[src/rtl/uart_rx_core.sv]
// UART receiver, 8N1 LSB-first into a one-byte holding register; even parity when UART_RX_PARITY_EN is defined.
// Latency: rx_valid rises one clk after the stop-bit mid-sample, plus 2 clk of line synchronizer.
// No backpressure: a byte arriving while rx_valid=1 is dropped and flagged as overrun.
module uart_rx_core #(
  parameter int DIV_W   = 16,
  parameter int DATA_W  = 8,
  parameter int MIN_DIV = 4
) (
  input  logic              clk,
  input  logic              rst,
  input  logic [DIV_W-1:0]  baud_div,
  input  logic              rx_en,
  input  logic              rx,
  input  logic              re,
  input  logic              err_clr,
  output logic [DATA_W-1:0] read_data,
  output logic              rx_valid,
  output logic              busy,
  output logic              frame_err,
  output logic              overrun
`ifdef UART_RX_PARITY_EN
  ,
  output logic              parity_err
`endif
);

  localparam int IDX_W = (DATA_W > 1) ? $clog2(DATA_W) : 1;

  typedef enum logic [2:0] {
    S_IDLE,
    S_START,
    S_DATA,
`ifdef UART_RX_PARITY_EN
    S_PARITY,
`endif
    S_STOP,
    S_WAIT_HI
  } state_t;

  state_t              state_q, state_d;
  logic                rx_s1_q, rx_s2_q, rx_prev_q;
  logic [DIV_W-1:0]    cnt_q, cnt_d;
  logic [IDX_W-1:0]    idx_q, idx_d;
  logic [DATA_W-1:0]   shift_q, shift_d;
  logic [DATA_W-1:0]   data_q, data_d;
  logic                valid_q, valid_d;
  logic                ferr_q, ferr_d;
  logic                ovr_q, ovr_d;
  logic                commit, ferr_set, ovr_set, perr_set;
  logic                fall, bit_end;

  assign fall    = rx_prev_q & ~rx_s2_q;
  assign bit_end = (cnt_q == baud_div - DIV_W'(1));

  always_ff @(posedge clk or negedge rst) begin
    if (!rst) begin
      rx_s1_q   <= 1'b1;
      rx_s2_q   <= 1'b1;
      rx_prev_q <= 1'b1;
      state_q   <= S_IDLE;
      cnt_q     <= '0;
      idx_q     <= '0;
      shift_q   <= '0;
      data_q    <= '0;
      valid_q   <= 1'b0;
      ferr_q    <= 1'b0;
      ovr_q     <= 1'b0;
    end else begin
      rx_s1_q   <= rx;
      rx_s2_q   <= rx_s1_q;
      rx_prev_q <= rx_s2_q;
      state_q   <= state_d;
      cnt_q     <= cnt_d;
      idx_q     <= idx_d;
      shift_q   <= shift_d;
      data_q    <= data_d;
      valid_q   <= valid_d;
      ferr_q    <= ferr_d;
      ovr_q     <= ovr_d;
    end
  end

  always_comb begin
    state_d  = state_q;
    cnt_d    = cnt_q;
    idx_d    = idx_q;
    shift_d  = shift_q;
    commit   = 1'b0;
    ferr_set = 1'b0;
    perr_set = 1'b0;
    // Disabling mid-frame silently abandons the partial byte.
    if (!rx_en) begin
      state_d = S_IDLE;
      cnt_d   = '0;
    end else begin
      unique case (state_q)
        S_IDLE: begin
          cnt_d = '0;
          if (fall && (baud_div >= DIV_W'(MIN_DIV))) state_d = S_START;
        end
        S_START: begin
          if (cnt_q == (baud_div >> 1)) begin
            cnt_d   = '0;
            idx_d   = '0;
            state_d = rx_s2_q ? S_IDLE : S_DATA;
          end else begin
            cnt_d = cnt_q + 1'b1;
          end
        end
        S_DATA: begin
          if (bit_end) begin
            cnt_d   = '0;
            shift_d = {rx_s2_q, shift_q[DATA_W-1:1]};
            idx_d   = idx_q + 1'b1;
            if (idx_q == IDX_W'(DATA_W - 1)) begin
`ifdef UART_RX_PARITY_EN
              state_d = S_PARITY;
`else
              state_d = S_STOP;
`endif
            end
          end else begin
            cnt_d = cnt_q + 1'b1;
          end
        end
`ifdef UART_RX_PARITY_EN
        S_PARITY: begin
          if (bit_end) begin
            cnt_d    = '0;
            perr_set = rx_s2_q ^ (^shift_q);
            state_d  = S_STOP;
          end else begin
            cnt_d = cnt_q + 1'b1;
          end
        end
`endif
        S_STOP: begin
          if (bit_end) begin
            cnt_d = '0;
            if (rx_s2_q) begin
              commit  = 1'b1;
              state_d = S_IDLE;
            end else begin
              ferr_set = 1'b1;
              state_d  = S_WAIT_HI;
            end
          end else begin
            cnt_d = cnt_q + 1'b1;
          end
        end
        // A held-low break must not look like a fresh start bit.
        S_WAIT_HI: begin
          if (rx_s2_q) state_d = S_IDLE;
        end
        default: state_d = S_IDLE;
      endcase
    end
  end

  always_comb begin
    data_d  = data_q;
    valid_d = valid_q;
    ovr_set = 1'b0;
    if (commit) begin
      if (valid_q && !re) begin
        ovr_set = 1'b1;
      end else begin
        data_d  = shift_q;
        valid_d = 1'b1;
      end
    end else if (re) begin
      valid_d = 1'b0;
    end
    ferr_d = (ferr_q & ~err_clr) | ferr_set;
    ovr_d  = (ovr_q & ~err_clr) | ovr_set;
  end

`ifdef UART_RX_PARITY_EN
  logic perr_q;
  always_ff @(posedge clk or negedge rst) begin
    if (!rst) perr_q <= 1'b0;
    else      perr_q <= (perr_q & ~err_clr) | perr_set;
  end
  assign parity_err = perr_q;
`else
  logic unused_perr;
  assign unused_perr = perr_set;
`endif

  assign read_data = data_q;
  assign rx_valid  = valid_q;
  assign busy      = (state_q != S_IDLE);
  assign frame_err = ferr_q;
  assign overrun   = ovr_q;

endmodule

[config.mk]
export PLATFORM = sky130hd
export DESIGN_NAME = uart_rx_core
export DESIGN_NICKNAME = d
export VERILOG_FILES = /design/src/rtl/uart_rx_core.sv
export SDC_FILE = /design/constraint.sdc
export NUM_CORES = 1
export LEC_CHECK = 0
export CAP_MARGIN = 30
export CORE_UTILIZATION = 48
export CTS_BUF_LIST = sky130_fd_sc_hd__clkbuf_4 sky130_fd_sc_hd__clkbuf_8
export CTS_CLUSTER_SIZE = 40
export DETAILED_ROUTE_END_ITERATION = 12
export GPL_ROUTABILITY_DRIVEN = 0
export PLACE_DENSITY_LB_ADDON = 0.12
export SLEW_MARGIN = 20
export SYNTH_ARGS = -nofsm -noshare
export SYNTH_HDL_FRONTEND = slang
export SYNTH_SLANG_ARGS = --single-unit
[constraint.sdc]
create_clock -name clk -period 3 [get_ports clk]
set_input_delay 0.75 -clock clk [delete_from_list [all_inputs] [get_ports clk]]
set_output_delay 0.75 -clock clk [all_outputs]
set_load 0.05 [all_outputs]
---- Word-level counts from Yosys, hierarchy flattened ----
Cells that the tools add are included.
cells by class
  add/subtract/negate cells ............... 3
  order comparisons ....................... 1
  eq/ne operators ......................... 17
  mux-type cells .......................... 30
  bitwise gates (word level) .............. 8
  reductions and logical operators ........ 13
operators with widths
  cell                                                   number
  2-to-1 mux 16 bit                                      3
  one-hot mux 16 bit (3 select lines)                    1
  2-to-1 mux 3 bit                                       10
  inequality test 3 bit, second input constant           6
  adder 16 x 1 -> 16 bit, second input constant          1
  == test 16 x 15 -> 1 bit                               1
  == test 16 bit                                         1
  >= comparator 16 x 3 -> 1 bit, second input constant   1
  subtractor 16 x 1 -> 16 bit, second input constant     1
  one-hot mux 3 bit (5 select lines)                     1
  2-to-1 mux 1 bit                                       13
  == test 3 x 2 -> 1 bit, second input constant          2
  == test 3 bit, second input constant                   2
  inequality test 2 bit, second input constant           3
  one-hot mux 3 bit (2 select lines)                     1
  AND reduction 6 bit                                    1
  inequality test 4 x 2 -> 1 bit, second input constant  1
  AND reduction 2 bit                                    2
  AND reduction 4 bit                                    1
  nonzero test 2 bit                                     2
  adder 3 x 1 -> 3 bit, second input constant            1
  AND 1 bit                                              3
  == test 3 x 1 -> 1 bit, second input constant          1
  zero test 3 bit                                        1
  8 further kinds                                        12
storage, ports and cells
  flip-flop bits (word level) ............. 44
  output and inout port bits .............. 12

---- Longest topological paths before layout ----
Gate-level depths: netlist of run 1.
  depth after elaboration ................. 7
  gate-level depth with buffers ........... 11

---- Worst setup path before layout of run 1 ----
OpenSTA, ideal clock, no wires.
  kind .................................... input-to-reg
  start point ............................. input port baud_div[0]
  end point ............................... register cnt_q[11]
  library setup time ...................... 118 ps
  arrival time ............................ 3298 ps
  data required time ...................... 2882 ps
  setup slack ............................. -416 ps
  stages .................................. 11
  path buffers ............................ 1
  path through ............................ inv_1 ha_1 or4b_1 or4_4 xnor2_1 nand3_1 a2111oi_4 a2bb2oi_2 buf_6 o21ai_1 a21o_1
on the way
  word-level cells in the longest chain between the ends .. 5
RTL lines
  what                                 line      text
  start, declared                      11        input logic [DIV_W-1:0] baud_div,
  subtractor 16 x 1 -> 16 bit          53        assign bit_end = (cnt_q == baud_div - DIV_W'(1));
  == test 16 bit                       53
  2-to-1 mux 16 bit                    111, 138
  one-hot mux 16 bit (3 select lines)  96        unique case (state_q)
  2-to-1 mux 16 bit                    92        if (!rx_en) begin
  end signal, assigned                 73        cnt_q <= cnt_d;
  end, declared                        42        logic [DIV_W-1:0] cnt_q, cnt_d;
No other way between the ends.
A chain may end at the register's enable or synchronous reset.

---- Final worst setup path of run 1 ----
  start point ............................. input port baud_div[0]
  end point ............................... register state_q[0]
on the way
  word-level cells in the longest chain between the ends .. 4
  elaborated cells between the ends (all ways) .. 8
RTL lines
  what                                                                                 line    text
  subtractor 16 x 1 -> 16 bit / >= comparator 16 x 3 -> 1 bit (equally long branches)  53, 99
  == test 16 bit / logical AND 1 bit (equally long branches)                           53, 99
  inequality test 3 bit (no source line)                                               --
  AND reduction 6 bit (no source line) *                                               --
  end signal, assigned                                                                 72      state_q <= state_d;
  end, declared                                                                        40      state_t state_q, state_d;
Every way passes the cells marked *; elsewhere a longest branch is shown, timed or not.

==> results of run 1 <==
==> metal layers <==
layer / global-route usage / up-vias / share of wire
li1: - / 1237 / -
met1: 0.335 / 1248 / 0.47
met2: 0.366 / 59 / 0.47
met3: 0.0320 / 11 / 0.046
met4: 0.0661 / 0 / 0.015
met5: 0 / - / 0
==> critical path: stages <==
cell and delay (ns):
buf_12 0.11, inv_12 0.04, ha_4 0.11, or4b_4 0.46, or4_4 0.53, buf_6 0.15, xnor2_4 0.14, nand3_2 0.10
a2111oi_4 0.38, buf_4 0.23, nor2_1 0.05, or3_1 0.33, a21oi_2 0.15
==> power by group <==
group / internal (mW) / leakage, nW / switching (mW)
clock network: 0.251 / 0.0548 / 0.220
registers: 0.606 / 0.599 / 0.00969
logic: 0.163 / 1.19 / 0.175
total: 1.02 / 1.84 / 0.405
==> cell usage after synthesis (3+ instances only) <==
cell / instances
a21oi_1: 5
o21ai_1: 12
and2_1: 3
o211ai_1: 3
mux2_2: 16
nor2b_1: 4
or3_1: 7
nand3_1: 11
nand2b_1: 6
o21ai_0: 10
xnor2_1: 22
nor3b_1: 10
and3_1: 9
nor4_1: 5
dfrtp_1: 41
dfstp_2: 3
nand2_1: 22
nand4_1: 3
clkbuf_1: 9
a21o_1: 14
ha_1: 4
buf_6: 3
nor3_1: 12
a31oi_1: 3
inv_1: 9
xor2_1: 11
nor2_1: 9
==> cell families (layout without fill, tap and decap cells) <==
family / after synthesis / after routing / share of synthesized area
compound gates: 61 / 61 / 0.149
xor+xnor: 33 / 33 / 0.0990
fa+ha+maj: 4 / 4 / 0.0171
buf+inv: 25 / 100 / 0.0433
flops: 44 / 44 / 0.378
mux: 19 / 19 / 0.0763
simple gates: 115 / 115 / 0.237
==> final cells by class <==
class,instances,area (um2)
clock buffers,5,68.8
clock inverters,3,46.3
fillers,454,1870
inverters,9,51.3
multi-input cells,232,1850
flip-flops and latches,44,1100
well taps,75,93.8
repair buffers,83,798
==> sequential cells by signal, indices dropped and copies added (netlist names) <==
| register | cells |
|---|---|
| cnt_q | 16 |
| frame_err | 1 |
| idx_q | 3 |
| overrun | 1 |
| read_data | 8 |
| rx_prev_q | 1 |
| rx_s1_q | 1 |
| rx_s2_q | 1 |
| rx_valid | 1 |
| shift_q | 8 |
| state_q | 3 |
==> how the worst max path moves through the flow <==
stage                      from                  endpoint  slack, ns  cells past startpoint
floorplan           baud_div[0]  read_data[0]$_DFFE_PN0P_      -0.30                     10
global placement    baud_div[0]  read_data[5]$_DFFE_PN0P_      -1.04                     11
detailed placement  baud_div[0]  read_data[6]$_DFFE_PN0P_      -1.10                     11
CTS                 baud_div[1]     cnt_q[13]$_DFFE_PN0P_      -0.34                     14
global route        baud_div[1]    state_q[0]$_DFFE_PN0P_      -0.35                     13
finish              baud_div[0]    state_q[0]$_DFFE_PN0P_      -0.29                     13
==> through the flow <==
step / cell area [um2] / setup TNS (ns) / cells / hold slack, ns / total power [mW]
after global placement: 3610 / -37.02 / 431 / 0.347 / 0.901
final: 4010 / -7.91 / 451 / 0.360 / 1.43
after detailed placement: 3630 / -38.27 / 432 / 0.348 / 0.909
after floorplan: 2990 / -7.42 / 301 / 0.345 / 0.787
after global routing: 4010 / -10.39 / 451 / 0.371 / 1.49
after CTS: 3940 / -7.79 / 449 / 0.362 / 1.43
==> what timing repair did <==
item,in CTS,in global routing
setup buffers,7,2
setup endpoints to repair,41,40
pin swaps,16,12
gates cloned,2,0
resized for setup,46,16
==> results_dict.tcl, run 1 <==
set metrics [dict create \
    diodes 0 \
    final_cell_mix "41 x dfrtp_1, 40 x buf_4, 22 x nand2_1" \
    syn2layout_area_growth_pct 37.4 \
    boundaryPins 34 \
    violations "negative setup slack" \
    maxCapViolations 0 \
    synthArstFlopShare 1.00 \
    rsz0062_at_grt "yes" \
    ys_types 54 \
    rows 28 \
    dp_slack_ns -1.10 \
    die_area_um2 6400 \
    p_leak_nw 1.84 \
    worst_slack_ns -0.291 \
    ys_ff_latch 44 \
    clk_path_buf_depth 2 \
    grt.total_usage 0.234 \
    required_ns 3.24 \
    syn_area_per_cell_um2 9.70 \
    min_period_ns 3.29 \
    fin_util 0.682 \
    outcome "finished, violations left" \
    fin_nets 401 \
    synth_warnings 0 \
    cts_sinks 44 \
    relSlewSlack 0.656 \
    insertion_delay_ns 0.30 \
    setup_viol 39 \
    grt_max_degree 29 \
    path_class "in -> reg" \
    grt_antenna_before_repair 0 \
    fin_worst_skew_ns 0.0135 \
    synth_top_cell_area_share 0.351 \
    hold_buffers 0 \
    numCtsBuffers 5 \
    worstPathArrival_ns 3.53 \
    path_max_fanout 4 \
    drt_iter0_drc 113 \
    avgViaCountPerCell 5.67 \
    remaining_drc_errors 0 \
    r2r-start "cnt_q[9]$_DFFE_PN0P_" \
    grt_pass1_wl_mm 11.6 \
    hp-class "in -> async" \
    dr.pass1.iters 4 \
    wl_mm 7.19 \
    synth_area_leaders "dfrtp_1 35%, xnor2_1 6.6%, mux2_2 6.2%" \
    antenna_left 0 \
    r2r_end "state_q[0]$_DFFE_PN0P_" \
    start_kind "input port" \
    num_vias 2555 \
    routedWlPerCell_um 15.9 \
    root_buffer "clkbuf_8" \
    port_buffers 33 \
    overflow 0 \
    start_util 0.496 \
    critPathCaptureType "register" \
    ir_worst_vdd_mv 0.247 \
    synthCells 301 \
    cts_tree "yes" \
    tightest_slew_ns 0.515 \
    finalHoldViolCount 0 \
    grt_pass1_vias 2453 \
    layout-drive-gt1-share 0.306 \
    fp.dieH_um 80 \
    r2r_cells 9 \
    ys.flop_type "dfrtp_1" \
    synth_edf_count 0 \
    synthesis.area_um2 2920 \
    slew_violations 0 \
    final_common_cell "dfrtp_1" \
    postSynthNetCount 327 \
    coreArea_um2 5890 \
    max_freq_mhz 304 \
    dp_hpwl_mm 5.09 \
    clkSlewWorstSetupHoldPaths_ns 0.10 \
    rrSetupSlack_ns 0.22 \
    p_per_area_nw_per_um2 355 \
    htreeDepth 2 \
    period_share 1.10 \
    dieWidth_um 80 \
    yosys.area.top_type "dfrtp_1" \
    seq_area_frac_synth 0.378 \
]
No activity file was read; power rests on OpenSTA's default activity.
==> run 2, diff against run 1 <==
- CTS_BUF_LIST: sky130_fd_sc_hd__clkbuf_4 sky130_fd_sc_hd__clkbuf_8 -> not set
==> results of run 2 <==
No change in the layout: final DEF, timing and power equal those of run 1.
==> run 3, diff against run 2 <==
- ABC_AREA: not set -> 1
- CORE_MARGIN: not set -> 2
==> run 3 against run 2 <==
Net effect:
- the run now ends clean
- via count increased by 28%
- clock power about the same
- critical path depth increased by 1
- first-iteration DRC count increased by 72%
- sequential share of layout area increased by 0.28 points
- synthesized cell count increased by 71%
- final area decreased by 1.0%
- setup slack improved by 0.58 ns
- worst hold slack got worse by 0.00052 ns
- combinational power increased by 44%
- count of clock-buffer cells in the layout unchanged
- die area increased by 20%
==> results_dict.tcl, run 3 <==
set metrics [dict create \
    outcome "finished clean" \
    clk_path_buf_depth 2 \
    yosys.area.top_type "dfrtp_1" \
    cp_num_buf_inv 3 \
    avgViaCountPerCell 5.05 \
    overflow 0 \
    boundaryPins 34 \
    coreArea_um2 6760 \
    ir_worst_vdd_mv 0.456 \
    min_period_ns 2.71 \
    start_util 0.495 \
    layout-drive-gt1-share 0.113 \
    drt_iter0_drc 194 \
    wl_mm 8.16 \
    ys_ff_latch 44 \
    port_buffers 33 \
    tightest_slew_ns 0.499 \
    critPathCaptureType "register" \
    die_area_um2 7650 \
    grt_pass1_vias 2954 \
    antenna_left 0 \
    num_vias 3260 \
    htreeDepth 2 \
    fin_util 0.588 \
    dp_hpwl_mm 6.43 \
    fp.dieH_um 87.5 \
    ys_types 35 \
    max_stage_delay_ns 0.47 \
    clkSlewWorstSetupHoldPaths_ns 0.09 \
    routedWlPerCell_um 12.6 \
    path_class "in -> reg" \
    postSynthNetCount 542 \
    synthCells 516 \
    max_freq_mhz 369 \
    hold_slack_ns 0.359 \
    rrSetupSlack_ns 0.68 \
    fin_worst_skew_ns 0.00410 \
    cts_sinks 44 \
    worstPathArrival_ns 2.93 \
    final_common_cell "nand2_1" \
    required_ns 3.22 \
    synth_top_cell_area_share 0.307 \
    finalHoldViolCount 0 \
    regMostFlops "cnt_q" \
    rsz0062_at_grt "no" \
    synth_most_common_cell "nand2_1" \
    synth_area_leaders "dfrtp_1 31%, nand2_1 24%, nor2_1 7.4%" \
    synth_warnings 0 \
    slowest_stage "clkdlybuf4s50_1" \
    synthArstFlopShare 1.00 \
    grt.total_usage 0.227 \
    slew_violations 0 \
    grt_antenna_before_repair 0 \
    rows 30 \
    dr.pass1.iters 4 \
    fillers 667 \
    start_kind "input port" \
    crit_chain "clkdlybuf4s50_1 > inv_1 > ha_1 > or2_2 > nand2_1 > xor2_1 > nor2_1 > nand3b_1 > nor2_1 > nand2_1 > nor2_2 > buf_4 > nand2_2 > o21ai_1" \
    p_leak_nw 2.00 \
    hp-class "reg -> reg" \
    grt_pass1_wl_mm 13.8 \
    path_max_fanout 5 \
    relSlewSlack 0.666 \
    setup_viol 0 \
    insertion_delay_ns 0.30 \
    p_per_area_nw_per_um2 406 \
    synthTopCellsByCount "210 x nand2_1, 66 x nor2_1, 49 x inv_1" \
    numCtsBuffers 5 \
    seq_area_frac_synth 0.330 \
    synthesis.area_um2 3340 \
    maxCapViolations 0 \
    cts_tree "yes" \
    remaining_drc_errors 0 \
    syn2layout_area_growth_pct 18.7 \
    ys.flop_type "dfrtp_1" \
    crit_family "simple AND/OR/NAND/NOR gates" \
    dieWidth_um 87.5 \
    hold_buffers 0 \
    synth_edf_count 0 \
    root_buffer "clkbuf_8" \
    period_share 0.904 \
    grt_max_degree 22 \
    syn_area_per_cell_um2 6.48 \
    diodes 0 \
    final_cell_mix "210 x nand2_1, 66 x nor2_1, 49 x inv_1" \
    largest_reg_flops 16 \
    fin_nets 591 \
]
-- run 3: changes by cell type after synthesis, moves of 7 or more --
cell / delta
nor2_4: +8
nand2_1: +188
xnor2_1: -15
a21o_1: -14
or3_1: -7
and3_1: -8
nand3_1: +14
o21ai_1: -7
mux2_2: -16
inv_1: +40
nand4_1: +14
nor3b_1: -7
nor2_1: +57
-- run 3: timing repair --
item                       in CTS  in global routing
resized for setup               0                  1
setup buffers                   0                  0
setup endpoints to repair       0                  6
-- run 3: cell type report --
type                       count  area, um2  share of cell area
clock inverter                 3       46.3              0.0117
inverter                      51        191              0.0482
clock buffer                   5       68.8              0.0173
timing repair buffer          53        475               0.120
tap                           80        100              0.0252
sequential                    44       1100               0.278
multi-input combinational    410       1980               0.500
-- run 3: worst reg2reg max path, stage by stage, from the launching register on --
cell	delay [ns]
dfrtp_1	0.55
ha_1	0.24
nand2_1	0.09
nor2_1	0.17
nand2_1	0.07
nor2_1	0.21
nand2_1	0.12
nor3_2	0.25
nand3_1	0.18
o21ai_0	0.18
nor2_1	0.07
nand2_1	0.06
nand2_1	0.05
-- run 3: kinds of logic (layout without fill, tap and decap cells) --
family | count (synthesis) | after routing | synth area share
buf+inv | 62 | 112 | 0.0786
xor+xnor | 19 | 19 | 0.0498
flops | 44 | 44 | 0.330
simple gates | 367 | 367 | 0.495
compound gates | 20 | 20 | 0.0311
fa+ha+maj | 4 | 4 | 0.0150
-- run 3: power by group --
part,switching (mW),internal (mW),total (mW),leakage (nW)
clock network,0.217,0.251,0.468,0.0548
logic,0.319,0.169,0.488,1.34
registers,0.0397,0.617,0.657,0.602
-- run 3: final timing paths --
check                      depth (start not counted)                      to            startpoint
max                                               14       overrun$_DFF_PN0_           baud_div[0]
min                                                0       rx_s2_q$_DFF_PN1_     rx_s1_q$_DFF_PN1_
max reg2reg                                       12   cnt_q[14]$_DFFE_PN0P_  cnt_q[0]$_DFFE_PN0P_
min reg2reg                                        0       rx_s2_q$_DFF_PN1_     rx_s1_q$_DFF_PN1_
max in group asynchronous                          2  shift_q[7]$_DFFE_PN0P_                   rst
min in group asynchronous                          1    cnt_q[9]$_DFFE_PN0P_                   rst
-- run 3: metal layers --
metal  routed length [um]  vias up  track usage  part of all wire
li1                     -     1711            -                 -
met1                 3990     1482        0.320              0.49
met2                 3810       62        0.381              0.47
met3                  313        5       0.0265             0.038
met4                   53        0       0.0378            0.0065
met5                    0        -            0                 0
-- run 3: through the flow --
step	std cells	total power, mW	instance area, um2	setup TNS, ns	worst slack [ns]
2_1_floorplan	516	1.01	3340	0	0.616
3_3_place_gp	638	1.15	3850	0	0.00376
3_5_place_dp	638	1.15	3850	-0.160	-0.0354
4_1_cts	646	1.63	3960	0	0.270
5_1_grt	646	1.71	3970	0	0.0255
6_report	646	1.61	3970	0	0.289
